==> config.mk <==
export PLATFORM = sky130hd
export DESIGN_NAME = usb_tx_encoder
export DESIGN_NICKNAME = d
export VERILOG_FILES = /design/src/rtl/usb_tx_pkg.sv /design/src/rtl/usb_bit_timer.sv /design/src/rtl/usb_tx_encoder.sv
export SDC_FILE = /design/constraint.sdc
export NUM_CORES = 1
export LEC_CHECK = 0
export ABC_AREA = 1
export CAP_MARGIN = 20
export CORE_MARGIN = 5
export CORE_UTILIZATION = 50
export CTS_CLUSTER_DIAMETER = 200
export CTS_CLUSTER_SIZE = 30
export DETAILED_ROUTE_END_ITERATION = 7
export PLACE_DENSITY = 0.71
export RECOVER_POWER = 25
export SYNTH_ARGS = -nofsm -noshare
export SYNTH_HDL_FRONTEND = slang
export SYNTH_SLANG_ARGS = --single-unit
==> constraint.sdc <==
create_clock -name clk -period 2.1 [get_ports clk]
set_clock_uncertainty 0.15 [all_clocks]
set_input_delay 0.21 -clock clk [delete_from_list [all_inputs] [get_ports clk]]
set_output_delay 0.21 -clock clk [all_outputs]
set_load 0.1 [all_outputs]
==> src/rtl/usb_tx_pkg.sv <==
// Shared types and constants for the USB low-level transmit encoder.
// USB_TX_SYNC_EN adds the SYNC state to the state enum.
package usb_tx_pkg;

    localparam logic [7:0]  SYNC_BYTE    = 8'h80;
    localparam int unsigned STUFF_LIMIT  = 6;
    localparam int unsigned EOP_SE0_BITS = 2;
    localparam int unsigned ONES_W       = 3;
    localparam int unsigned BIT_IDX_W    = 3;

    typedef enum logic [2:0] {
        IDLE    = 3'd0,
        DATA    = 3'd1,
        STUFF   = 3'd2,
        EOP_SE0 = 3'd3,
        EOP_J   = 3'd4
`ifdef USB_TX_SYNC_EN
        ,
        SYNC    = 3'd5
`endif
    } tx_state_e;

endpackage

==> src/rtl/usb_bit_timer.sv <==
// Bit-period counter: free-runs while enabled, strobes on the last clock of each bit period.
module usb_bit_timer #(
    parameter int unsigned CLKS_PER_BIT = 4
) (
    input  logic clk,
    input  logic rst,
    input  logic en,
    output logic bit_strobe_c
);

    localparam int unsigned    CNT_W   = 4;
    localparam logic [CNT_W-1:0] CNT_MAX = CNT_W'(CLKS_PER_BIT - 1);

    logic [CNT_W-1:0] cnt;

    // Held at zero while disabled so the first period after a start is full length.
    always_ff @(posedge clk or posedge rst) begin
        if (rst) begin
            cnt <= '0;
        end else if (!en || cnt == CNT_MAX) begin
            cnt <= '0;
        end else begin
            cnt <= cnt + CNT_W'(1);
        end
    end

    assign bit_strobe_c = en && (cnt == CNT_MAX);

endmodule

==> src/rtl/usb_tx_encoder.sv <==
// USB transmit encoder: byte handshake, NRZI with bit stuffing, EOP generation.
// Define USB_TX_SYNC_EN to prefix each packet with the SYNC byte.
module usb_tx_encoder
    import usb_tx_pkg::*;
#(
    parameter int unsigned CLKS_PER_BIT = 4
) (
    input  logic       clk,
    input  logic       rst,
    input  logic [7:0] tx_data,
    input  logic       tx_valid,
    input  logic       tx_last,
    output logic       tx_ready,
    output logic       d_plus,
    output logic       d_minus,
    output logic       tx_active,
    output logic       tx_err
);

    tx_state_e            state_q, state_d;
    logic [7:0]           shift_q, shift_d;
    logic [BIT_IDX_W-1:0] bit_idx_q, bit_idx_d;
    logic                 last_q, last_d;
    logic [ONES_W-1:0]    ones_q, ones_d, ones_nx;
    logic                 line_q, line_d;
    logic [7:0]           hold_data_q, hold_data_d;
    logic                 hold_last_q, hold_last_d;
    logic                 hold_full_q, hold_full_d;
    logic                 dp_d, dm_d, ready_d, active_d, err_d;

    logic       bit_strobe_c;
    logic       xfer_c;
    logic       advance, emit_en, emit_bit, load_en, load_last;
    logic [7:0] load_data;

    assign xfer_c = tx_valid && tx_ready;

    usb_bit_timer #(.CLKS_PER_BIT(CLKS_PER_BIT)) u_bit_timer (
        .clk          (clk),
        .rst          (rst),
        .en           (state_q != IDLE),
        .bit_strobe_c (bit_strobe_c)
    );

    always_ff @(posedge clk or posedge rst) begin
        if (rst) begin
            state_q     <= IDLE;
            shift_q     <= '0;
            bit_idx_q   <= '0;
            last_q      <= 1'b0;
            ones_q      <= '0;
            line_q      <= 1'b1;
            hold_data_q <= '0;
            hold_last_q <= 1'b0;
            hold_full_q <= 1'b0;
            d_plus      <= 1'b1;
            d_minus     <= 1'b0;
            tx_ready    <= 1'b1;
            tx_active   <= 1'b0;
            tx_err      <= 1'b0;
        end else begin
            state_q     <= state_d;
            shift_q     <= shift_d;
            bit_idx_q   <= bit_idx_d;
            last_q      <= last_d;
            ones_q      <= ones_d;
            line_q      <= line_d;
            hold_data_q <= hold_data_d;
            hold_last_q <= hold_last_d;
            hold_full_q <= hold_full_d;
            d_plus      <= dp_d;
            d_minus     <= dm_d;
            tx_ready    <= ready_d;
            tx_active   <= active_d;
            tx_err      <= err_d;
        end
    end

    always_comb begin
        state_d     = state_q;
        shift_d     = shift_q;
        bit_idx_d   = bit_idx_q;
        last_d      = last_q;
        ones_d      = ones_q;
        line_d      = line_q;
        hold_data_d = hold_data_q;
        hold_last_d = hold_last_q;
        hold_full_d = hold_full_q;
        dp_d        = d_plus;
        dm_d        = d_minus;
        err_d       = 1'b0;
        advance     = 1'b0;
        emit_en     = 1'b0;
        emit_bit    = 1'b0;
        load_en     = 1'b0;
        load_data   = hold_data_q;
        load_last   = hold_last_q;
        ones_nx     = shift_q[0] ? ones_q + ONES_W'(1) : '0;

        if (xfer_c) begin
            hold_data_d = tx_data;
            hold_last_d = tx_last;
            hold_full_d = 1'b1;
        end

        case (state_q)
            IDLE: begin
                dp_d   = 1'b1;
                dm_d   = 1'b0;
                line_d = 1'b1;
                ones_d = '0;
`ifdef USB_TX_SYNC_EN
                // The accepted byte waits in the holding register behind SYNC.
                if (hold_full_q || xfer_c) begin
                    state_d   = SYNC;
                    shift_d   = SYNC_BYTE;
                    last_d    = 1'b0;
                    bit_idx_d = '0;
                    emit_en   = 1'b1;
                    emit_bit  = SYNC_BYTE[0];
                end
`else
                if (hold_full_q) begin
                    load_en = 1'b1;
                end else if (xfer_c) begin
                    load_en   = 1'b1;
                    load_data = tx_data;
                    load_last = tx_last;
                end
`endif
            end
`ifdef USB_TX_SYNC_EN
            SYNC,
`endif
            DATA: begin
                if (bit_strobe_c) begin
                    if (ones_nx == ONES_W'(STUFF_LIMIT)) begin
                        state_d  = STUFF;
                        ones_d   = '0;
                        emit_en  = 1'b1;
                        emit_bit = 1'b0;
                    end else begin
                        ones_d  = ones_nx;
                        advance = 1'b1;
                    end
                end
            end
            STUFF: begin
                if (bit_strobe_c) begin
                    advance = 1'b1;
                end
            end
            EOP_SE0: begin
                if (bit_strobe_c) begin
                    if (bit_idx_q == BIT_IDX_W'(EOP_SE0_BITS - 1)) begin
                        state_d = EOP_J;
                        dp_d    = 1'b1;
                        dm_d    = 1'b0;
                        line_d  = 1'b1;
                    end else begin
                        bit_idx_d = bit_idx_q + BIT_IDX_W'(1);
                    end
                end
            end
            EOP_J: begin
                if (bit_strobe_c) begin
                    state_d = IDLE;
                    ones_d  = '0;
                    line_d  = 1'b1;
                end
            end
            default: state_d = IDLE;
        endcase

        // Move to the next data bit, or finish the byte.
        if (advance) begin
            if (bit_idx_q != BIT_IDX_W'(7)) begin
                shift_d   = shift_q >> 1;
                bit_idx_d = bit_idx_q + BIT_IDX_W'(1);
                emit_en   = 1'b1;
                emit_bit  = shift_q[1];
                if (state_q == STUFF) begin
                    state_d = DATA;
                end
            end else if (!last_q && hold_full_q) begin
                load_en = 1'b1;
            end else begin
                err_d     = !last_q;
                state_d   = EOP_SE0;
                bit_idx_d = '0;
                dp_d      = 1'b0;
                dm_d      = 1'b0;
            end
        end

        if (load_en) begin
            state_d     = DATA;
            shift_d     = load_data;
            last_d      = load_last;
            bit_idx_d   = '0;
            hold_full_d = 1'b0;
            emit_en     = 1'b1;
            emit_bit    = load_data[0];
        end

        // NRZI: a 0 toggles the line, a 1 holds it.
        if (emit_en) begin
            line_d = emit_bit ? line_q : ~line_q;
            dp_d   = line_d;
            dm_d   = ~line_d;
        end

        active_d = (state_d != IDLE);
        ready_d  = !hold_full_d && (state_d != EOP_SE0) && (state_d != EOP_J);
    end

endmodule

# Word level (Yosys, flattened, before mapping)
# Cells that the tools add are included.
[totals] ff_bits=38 elab_cells=132 input_bits=12 output_inout_bits=5
[classes] bitwise_logic=2 eq_ne=15 add_sub_neg=3 mux=77 n_reduce_logical=20
[ops] cell="2-to-1 mux 3 bit" n=21
[ops] cell="2-to-1 mux 8 bit" n=6
[ops] cell="2-to-1 mux 1 bit" n=43
[ops] cell="inequality test 3 bit (second input constant)" n=5
[ops] cell="case mux 3 bit (4 select lines)" n=1
[ops] cell="case mux 3 bit (3 select lines)" n=1
[ops] cell="nonzero test 3 bit" n=3
[ops] cell="adder 3 x 1 -> 3 bit (second input constant)" n=2
[ops] cell="equality test 3 x 1 -> 1 bit (second input constant)" n=2
[ops] cell="equality test 3 x 2 -> 1 bit (second input constant)" n=2
[ops] cell="equality test 3 bit (second input constant)" n=2
[ops] cell="case mux 1 bit (2 select lines)" n=3
[ops] cell="logical AND 1 bit" n=5
[ops] cell="adder 4 x 1 -> 4 bit (second input constant)" n=1
[ops] cell="equality test 4 x 2 -> 1 bit (second input constant)" n=1
[ops] cell="2-to-1 mux 4 bit" n=1
[ops] cell="inequality test 2 bit (second input constant)" n=2
[ops] cell="AND reduction 4 bit" n=1
[ops] cell="nonzero test 2 bit" n=2
[ops] cell="nonzero test 4 bit" n=1
[ops] cell="logical NOT 1 bit" n=3
[ops] cell="logical NOT 3 bit" n=1
[ops] cell="inequality test 3 x 2 -> 1 bit (second input constant)" n=1
[ops] cell="case mux 1 bit (3 select lines)" n=1
[ops] cell="5 further kinds" n=6

# Logic depth before layout (Yosys ltp)
# Gate-level depths: netlist (run 1).
[depth] depth_word=13 depth_mapped=15 mapped_depth_nobuf=15

# Modules after synthesis
# From an unflattened synthesis (run 1), not the netlist that was laid out.
[unflattened] cells_unflattened=260 area_unflattened_um2=2055.7
[modules_own_cells] mod="usb_tx_encoder" instances=1 seq_area_each_um2=854.6 area_each_um2=1863.0 cells_per_inst=238
[modules_own_cells] mod="usb_bit_timer" instances=1 seq_area_each_um2=100.1 area_each_um2=192.7 cells_per_inst=22

# Least setup slack after synthesis (run 1)
# OpenSTA, ideal clock, no wires.
[synth_path] kind="flip-flop to flip-flop" startpoint="register tx_ready" endpoint="register d_minus" path_stages_with_launch=10 arrival_ps=1885 path_buffers=0 required_time_ps=1828 period_less_slack_ps=2157 setup_ps=122 setup_slack_ps=-57 cell_sequence="dfstp_2 -> nand2_1 -> o21ai_0 -> nor2_1 -> a21oi_2 -> nand2_4 -> nand2_2 -> nand2_1 -> nand3_2 -> nand2_1"
[synth_via] elab_chain_cells=11 elab_cells_between_ends=15 cone_classes="13 x mux; 1 x bitwise; 1 x reduce/logical"
[synth_rtl] item="start, declared" line_no="usb_tx_encoder.sv:13" rtl="output logic tx_ready,"
[synth_rtl] item="start signal, assigned" line_no="usb_tx_encoder.sv:73" rtl="tx_ready <= ready_d;"
[synth_rtl] item="logical AND 1 bit (*)" line_no="usb_tx_encoder.sv:36" rtl="assign xfer_c = tx_valid && tx_ready;"
[synth_rtl] item="2-to-1 mux 1 bit" line_no="usb_tx_encoder.sv:125" rtl="end else if (xfer_c) begin"
[synth_rtl] item="2-to-1 mux 1 bit" line_no="usb_tx_encoder.sv:123" rtl="if (hold_full_q) begin"
[synth_rtl] item="2-to-1 mux 1 bit" line_no="usb_tx_encoder.sv:106" rtl="case (state_q)"
[synth_rtl] item="2-to-1 mux 1 bit" line_no="usb_tx_encoder.sv:185" rtl="end else if (!last_q && hold_full_q) begin"
[synth_rtl] item="2-to-1 mux 1 bit" line_no="usb_tx_encoder.sv:177" rtl="if (bit_idx_q != BIT_IDX_W'(7)) begin"
[synth_rtl] item="2-to-1 mux 1 bit" line_no="usb_tx_encoder.sv:176" rtl="if (advance) begin"
[synth_rtl] item="2-to-1 mux 1 bit" line_no="usb_tx_encoder.sv:196" rtl="if (load_en) begin"
[synth_rtl] item="2-to-1 mux 1 bit" line_no="usb_tx_encoder.sv:208" rtl="line_d = emit_bit ? line_q : ~line_q;"
[synth_rtl] item="inverter 1 bit" line_no="usb_tx_encoder.sv:210" rtl="dm_d = ~line_d;"
[synth_rtl] item="2-to-1 mux 1 bit (*)" line_no="usb_tx_encoder.sv:207" rtl="if (emit_en) begin"
[synth_rtl] item="named net dm_d" line_no="usb_tx_encoder.sv:29" rtl="logic dp_d, dm_d, ready_d, active_d, err_d;"
[synth_rtl] item="end signal, assigned" line_no="usb_tx_encoder.sv:72" rtl="d_minus <= dm_d;"
[synth_rtl] item="end, declared" line_no="usb_tx_encoder.sv:15" rtl="output logic d_minus,"
# Mark *: on every way through the listed nets, which the timed path passes. The rest lies on a longest branch.
# A chain may end at the register's enable or synchronous reset.

# Worst setup path in the final report (run 1)
[layout_path] startpoint="register ones_q[0]" endpoint="register tx_ready"
[layout_via] elab_chain_cells=13 elab_cells_between_ends=21 cone_classes="1 x add/sub; 3 x eq/ne; 14 x mux; 3 x reduce/logical"
[layout_rtl] item="start, declared" line_no="usb_tx_encoder.sv:24" rtl="logic [ONES_W-1:0] ones_q, ones_d, ones_nx;"
[layout_rtl] item="start signal, assigned" line_no="usb_tx_encoder.sv:66" rtl="ones_q <= ones_d;"
[layout_rtl] item="adder 3 x 1 -> 3 bit (*)" line_no="usb_tx_encoder.sv:98" rtl="ones_nx = shift_q[0] ? ones_q + ONES_W'(1) : '0;"
[layout_rtl] item="2-to-1 mux 3 bit (*)" line_no="usb_tx_encoder.sv:98"
[layout_rtl] item="equality test 3 bit (*)" line_no="usb_tx_encoder.sv:137" rtl="if (ones_nx == ONES_W'(STUFF_LIMIT)) begin"
[layout_rtl] item="2-to-1 mux 3 bit" line_no="usb_tx_encoder.sv:137"
[layout_rtl] item="2-to-1 mux 3 bit" line_no="usb_tx_encoder.sv:136" rtl="if (bit_strobe_c) begin"
[layout_rtl] item="case mux 3 bit (4 select lines)" line_no="usb_tx_encoder.sv:106"
[layout_rtl] item="2-to-1 mux 3 bit (on tied branches)" line_no="usb_tx_encoder.sv:185, usb_tx_encoder.sv:182"
[layout_rtl] item="2-to-1 mux 3 bit" line_no="usb_tx_encoder.sv:177"
[layout_rtl] item="2-to-1 mux 3 bit" line_no="usb_tx_encoder.sv:176"
[layout_rtl] item="2-to-1 mux 3 bit (*)" line_no="usb_tx_encoder.sv:196"
[layout_rtl] item="named net state_d[1]" line_no="usb_tx_encoder.sv:20" rtl="tx_state_e state_q, state_d;"
[layout_rtl] item="inequality test 3 x 2 -> 1 bit" line_no="usb_tx_encoder.sv:214" rtl="ready_d = !hold_full_d && (state_d != EOP_SE0) && (state_d != EOP_J);"
[layout_rtl] item="logical AND 1 bit" line_no="usb_tx_encoder.sv:214"
[layout_rtl] item="logical AND 1 bit (*)" line_no="usb_tx_encoder.sv:214"
[layout_rtl] item="named net ready_d" line_no="usb_tx_encoder.sv:29"
# Marked as above.

==> results.yml, run 1 <==
status:
  run_status: "finished clean"
critical_path:
  max_stage_delay_ps: 390
  required_ps: 2180
  arrival_ps: 2090
  path_cells: "ha_1 -> nand2_2 -> nor2_4 -> nand2_2 -> nand2_2 -> nand2_4 -> nand3_4 -> nand2_8 -> inv_8 -> nand2_2 -> nor2_4 -> nand2_2 -> nand2_1 -> nor2_2"
  cp_slowest_cell: "dfrtp_1"
  critPathMostFrequentCell: "nand2_2"
  critical_path_class: "flip-flop to flip-flop"
  cp-end-kind: "flip-flop"
  crit_path_max_fanout: 6
  cp_top_family: "simple AND/OR/NAND/NOR gates"
  path_buf_inv: 1
  cp-start-kind: "flip-flop"
logic_synthesis:
  yosysSeqAreaShare_pct: 44.0
  ys_seq_elements: 38
  syn_area_per_cell_um2: 8.44
  synth_area_um2: 2170
  yosysUniqueCellTypes: 38
  ys_warn_count: 0
  syn_nets: 274
  synthCells: 257
sta:
  setup_violations: 0
  relSlewSlack_pct: 37.3
  slew_viol_final: 0
  finalHoldViolCount: 0
  fmax_ghz: 0.497
  worst_slew_pin_slew_ps: 941
  fin_tns_setup_ps: 0
  period_share_pct: 95.8
  final.setup.worst_slack_ps: 89.0
  fin_crit_ps: 2010
clocking:
  clkLatencyLatePin_ps: 290
  cts_tree: "yes"
  clock_sinks: 38
  clkTransAtPathRegs_ps: 80
  root_buffer: "clkbuf_8"
  numCtsBuffers: 5
  cts_buffer_depth: 2
  ctsHoldBuffers: 0
  h-tree-depth: 2
floorplan:
  start_util_pct: 50.5
  dieArea_um2: 5760
  pin_count: 17
  die_height_um: 75.9
  core_um2: 4290
  rows: 24
  die_w_um: 75.9
finish:
  final_common_cell: "nand2_1"
  final_cell_mix: "nand2_1 (43), inv_1 (36), dfrtp_1 (35)"
  final_util_pct: 61.7
  syn2layout_area_growth_pct: 22.1
  nNetsFinal: 311
  diodes: 0
  drive_above_1_share_pct: 26.1
grt:
  grt_overflow: 0
  grt_max_degree: 39
  grt_usage_pct: 16.9
  grt_first_pass_wirelength_um: 7250
  antenna_found_initial: 0
  grt_pass1_vias: 1639
place:
  gp_congestion: 0.860
  place_hpwl_um: 3110
  port_buffers: 16
  pre_cts_slack_ps: 15.2
power_and_ir_drop:
  power.density_nw_per_um2: 1600
  power_leakage_uw: 0.00131
  power.total_uw: 4250
  max-vdd-ir-drop_uv: 746
drt:
  post-route-drc-count: 0
  antenna_left: 0
  wl_per_cell_um: 12.6
  drt-initial-drc-count: 96
  dr.pass1.iters: 4
  vias: 1776
  vias_per_cell: 5.12
  drt_wl_total_um: 4360
run:
  cap_violations: 0
hold_path:
  hold_path.class: "flip-flop to flip-flop"
## routing by layer
metal  share of wire (%)  up-vias  track usage, %  wire length (um)
met5                   0        -               0                 0
met4                 1.7        0            6.99                74
met3                 3.6        8            4.22               156
met2                  53       27            29.5              2300
met1                  42      830            19.6              1830
li1                    -      911               -                 -
## registers in the layout, indices dropped and copies added, names as in the netlist, 3 cells and up
name	count
hold_data_q	8
shift_q	8
u_bit_timer.cnt	4
bit_idx_q	3
ones_q	3
state_q	3
## cells by family (layout without fill, tap and decap cells)
logic type	after synthesis	in the layout	synth area share, %
adder cells (fa/ha/maj)	5	5	2.88
flip-flops	38	38	44.0
XOR/XNOR	1	1	0.404
buffers and inverters	45	82	9.00
AND/OR/NAND/NOR	119	120	29.4
AO/OA/AOI/OAI	49	49	14.4
## where the power goes
group          switching, uW  leakage, uW  internal, uW
clock                    259    0.0000579           350
sequential               184     0.000453          1090
combinational           1480     0.000800           887
## timing repair
action                                  CTS  global route
setup buffers                             0            13
endpoints found under the setup margin    0             8
gates resized for setup                   0            11
hold endpoints to repair                  0             0
## synth_stat cells (all sizes together)
| library cell | n | area (um2) |
|---|---|---|
| o22ai | 3 | 18.8 |
| xor2 | 1 | 8.76 |
| or2 | 2 | 12.5 |
| dfstp | 3 | 78.8 |
| a211oi | 1 | 7.51 |
| buf | 4 | 36.3 |
| nand2 | 60 | 309 |
| nor3 | 2 | 21.3 |
| nor4 | 1 | 6.26 |
| a21oi | 16 | 83.8 |
| o22a | 3 | 26.3 |
| o211ai | 5 | 52.6 |
| inv | 41 | 159 |
| nand3b | 1 | 11.3 |
| dfrtp | 35 | 876 |
| ha | 5 | 62.6 |
| nand4 | 2 | 12.5 |
| nor2 | 29 | 131 |
| nand3 | 22 | 133 |
| o21ai | 20 | 115 |
| o31ai | 1 | 7.51 |
## worst paths after layout
| check | startpoint | endpoint | slack (ps) | cells after the start |
|---|---|---|---|---|
| max reg2reg | ones_q[0] | tx_ready | 90 | 14 |
| max | ones_q[0] | tx_ready | 90 | 14 |
| min reg2reg | last_q | tx_err | 290 | 1 |
| max in group asynchronous | rst | hold_data_q[0] | 730 | 3 |
| min in group asynchronous | rst | tx_active | 480 | 3 |
| min | last_q | tx_err | 290 | 1 |
## metrics by stage
step                      area, um2  hold WS (ps)  cells
after global placement         2390           286    325
after CTS                      2500           190    333
after global routing           2650           310    347
after floorplan                2170           230    257
final                          2650           290    347
after detailed placement       2390           285    325
## cell type report
cell class / instances / area (um2)
sequential: 38 / 958
fill: 382 / 1640
multi-input combinational: 175 / 1070
clock inverter: 3 / 40.0
timing repair buffer: 33 / 285
clock buffer: 5 / 68.8
inverter: 41 / 164
tap: 52 / 65.1
## worst reg2reg max path, cell delays in order, from the launching register on
cell and delay [ps]:
dfrtp_1 390, ha_1 290, nand2_2 70, nor2_4 120, nand2_2 80, nand2_2 100, nand2_4 80, nand3_4 120
nand2_8 100, inv_8 100, nand2_2 60, nor2_4 140, nand2_2 60, nand2_1 70, nor2_2 30
Note: power is estimated with default switching activity, not from simulation.
==> inputs of run 2 (changes only) <==
Settings changed: SKIP_LAST_GASP set to 1.
==> results of run 2 <==
Same layout as run 1: the final DEF is identical, and so are final timing and power.
==> inputs of run 3 (changes only) <==
Settings changed: CORE_MARGIN 5 to 3.
==> results.yml, run 3 (synthesized netlist as in run 1, its figures left out) <==
drt:
  drt-initial-drc-count: 55
  post-route-drc-count: 0
  drt_wl_total_um: 4290
  vias: 1733
  dr.pass1.iters: 4
  antenna_left: 0
  vias_per_cell: 5.17
  wl_per_cell_um: 12.8
finish:
  final_common_cell: "nand2_1"
  drive_above_1_share_pct: 24.2
  diodes: 0
  final_cell_mix: "nand2_1 (43), inv_1 (36), dfrtp_1 (35)"
  nNetsFinal: 301
  biggestRegsByFlops: "hold_data_q x8, shift_q x8, u_bit_timer.cnt x4"
  final_util_pct: 63.0
  syn2layout_area_growth_pct: 18.7
sta:
  finalHoldViolCount: 0
  rsz0062_at_grt: "yes"
  setup_violations: 0
  relSlewSlack_pct: 38.5
  fmax_ghz: 0.502
  final.setup.worst_slack_ps: 108
  slew_viol_final: 0
  fin_crit_ps: 1990
  period_share_pct: 94.9
  worst_slew_pin_slew_ps: 923
place:
  place_hpwl_um: 3130
  port_buffers: 16
  pre_cts_slack_ps: 33.8
  gp_congestion: 0.811
grt:
  grt_usage_pct: 17.8
  grt_first_pass_wirelength_um: 7190
  antenna_found_initial: 0
  met3_usage_pct: 4.77
  grt_max_degree: 39
  top_usage_layer: "met2"
  grt_use_met1_pct: 21.0
  grt_overflow: 0
  grt_pass1_vias: 1642
  use_met2_pct: 30.8
critical_path:
  critical_path_class: "flip-flop to flip-flop"
  cp-end-kind: "flip-flop"
  required_ps: 2130
  cp-start-kind: "flip-flop"
  arrival_ps: 2030
  crit_path_max_fanout: 7
clocking:
  numCtsBuffers: 5
  clkLatencyLatePin_ps: 300
  clkTransAtPathRegs_ps: 70
  root_buffer: "clkbuf_8"
  cts_tree: "yes"
  clock_sinks: 38
  h-tree-depth: 2
  cts_buffer_depth: 2
power_and_ir_drop:
  power.density_nw_per_um2: 1600
  power_leakage_uw: 0.00125
  max-vdd-ir-drop_uv: 649
run:
  cap_violations: 0
status:
  run_status: "finished clean"
floorplan:
  dieArea_um2: 5170
  die_height_um: 71.9
  rows: 23
  pin_count: 17
  start_util_pct: 53.1
  core_um2: 4090
  die_w_um: 71.9
hold_path:
  hold_path.class: "flip-flop to flip-flop"
-- run 3: timing repair --
| item | CTS | global route |
|---|---|---|
| setup buffers | 0 | 4 |
| hold buffers | 0 | 0 |
| setup endpoints to repair | 0 | 12 |
| resized for setup | 0 | 16 |
-- run 3: where the power goes --
part	leakage (uW)	switching, uW	internal, uW	total, uW
Clock	0.0000472	260	264	524
Sequential	0.000453	189	1090	1270
Combinational	0.000745	1510	819	2330
Total	0.00125	1960	2170	4120
-- run 3: metal layers --
metal  routed length, um  share of wire [%]
met3                 124                2.9
met4                  67                1.6
met1                1910                 45
met5                   0                  0
met2                2190                 51
-- run 3: critical path, stage by stage, from the launching register on --
cell and delay, ps:
dfrtp_1 380, ha_1 300, nand2_2 90, nor2_4 40
nand2_2 90, nand2_2 80, nand2_4 110, nand2_4 90
inv_4 100, nand2_8 80, nand2_8 90, o21ai_0 90
o22a_1 160
-- run 3: worst paths after layout --
path / slack (ps) / startpoint / end / cells past startpoint
max in group asynchronous: 730 / rst / shift_q[1] / 3
min in group asynchronous: 490 / rst / u_bit_timer.cnt[2] / 3
worst max register to register: 110 / ones_q[0] / shift_q[2] / 12
worst min register to register: 300 / last_q / tx_err / 1
worst max-delay path: 110 / ones_q[0] / shift_q[2] / 12
worst min-delay path: 300 / last_q / tx_err / 1
-- run 3: cell type report --
| cell class | instances | area (um2) |
|---|---|---|
| clock buffer | 6 | 82.6 |
| clock inverter | 2 | 12.5 |
| fill | 354 | 1510 |
| inverter | 41 | 164 |
| multi-input combinational | 175 | 1090 |
| sequential | 38 | 958 |
| tap | 50 | 62.6 |
| timing repair buffer | 23 | 210 |
-- run 3: per-stage QoR --
stage | power, uW | instances | TNS (ps) | hold WS, ps | cell area [um2]
5_1_grt | 4470 | 335 | -83.7 | 317 | 2580
3_3_place_gp | 3370 | 322 | 0 | 295 | 2380
6_report | 4120 | 335 | 0 | 296 | 2580
4_1_cts | 3940 | 330 | 0 | 207 | 2480
3_5_place_dp | 3400 | 322 | 0 | 293 | 2380
2_1_floorplan | 3000 | 257 | 0 | 230 | 2170
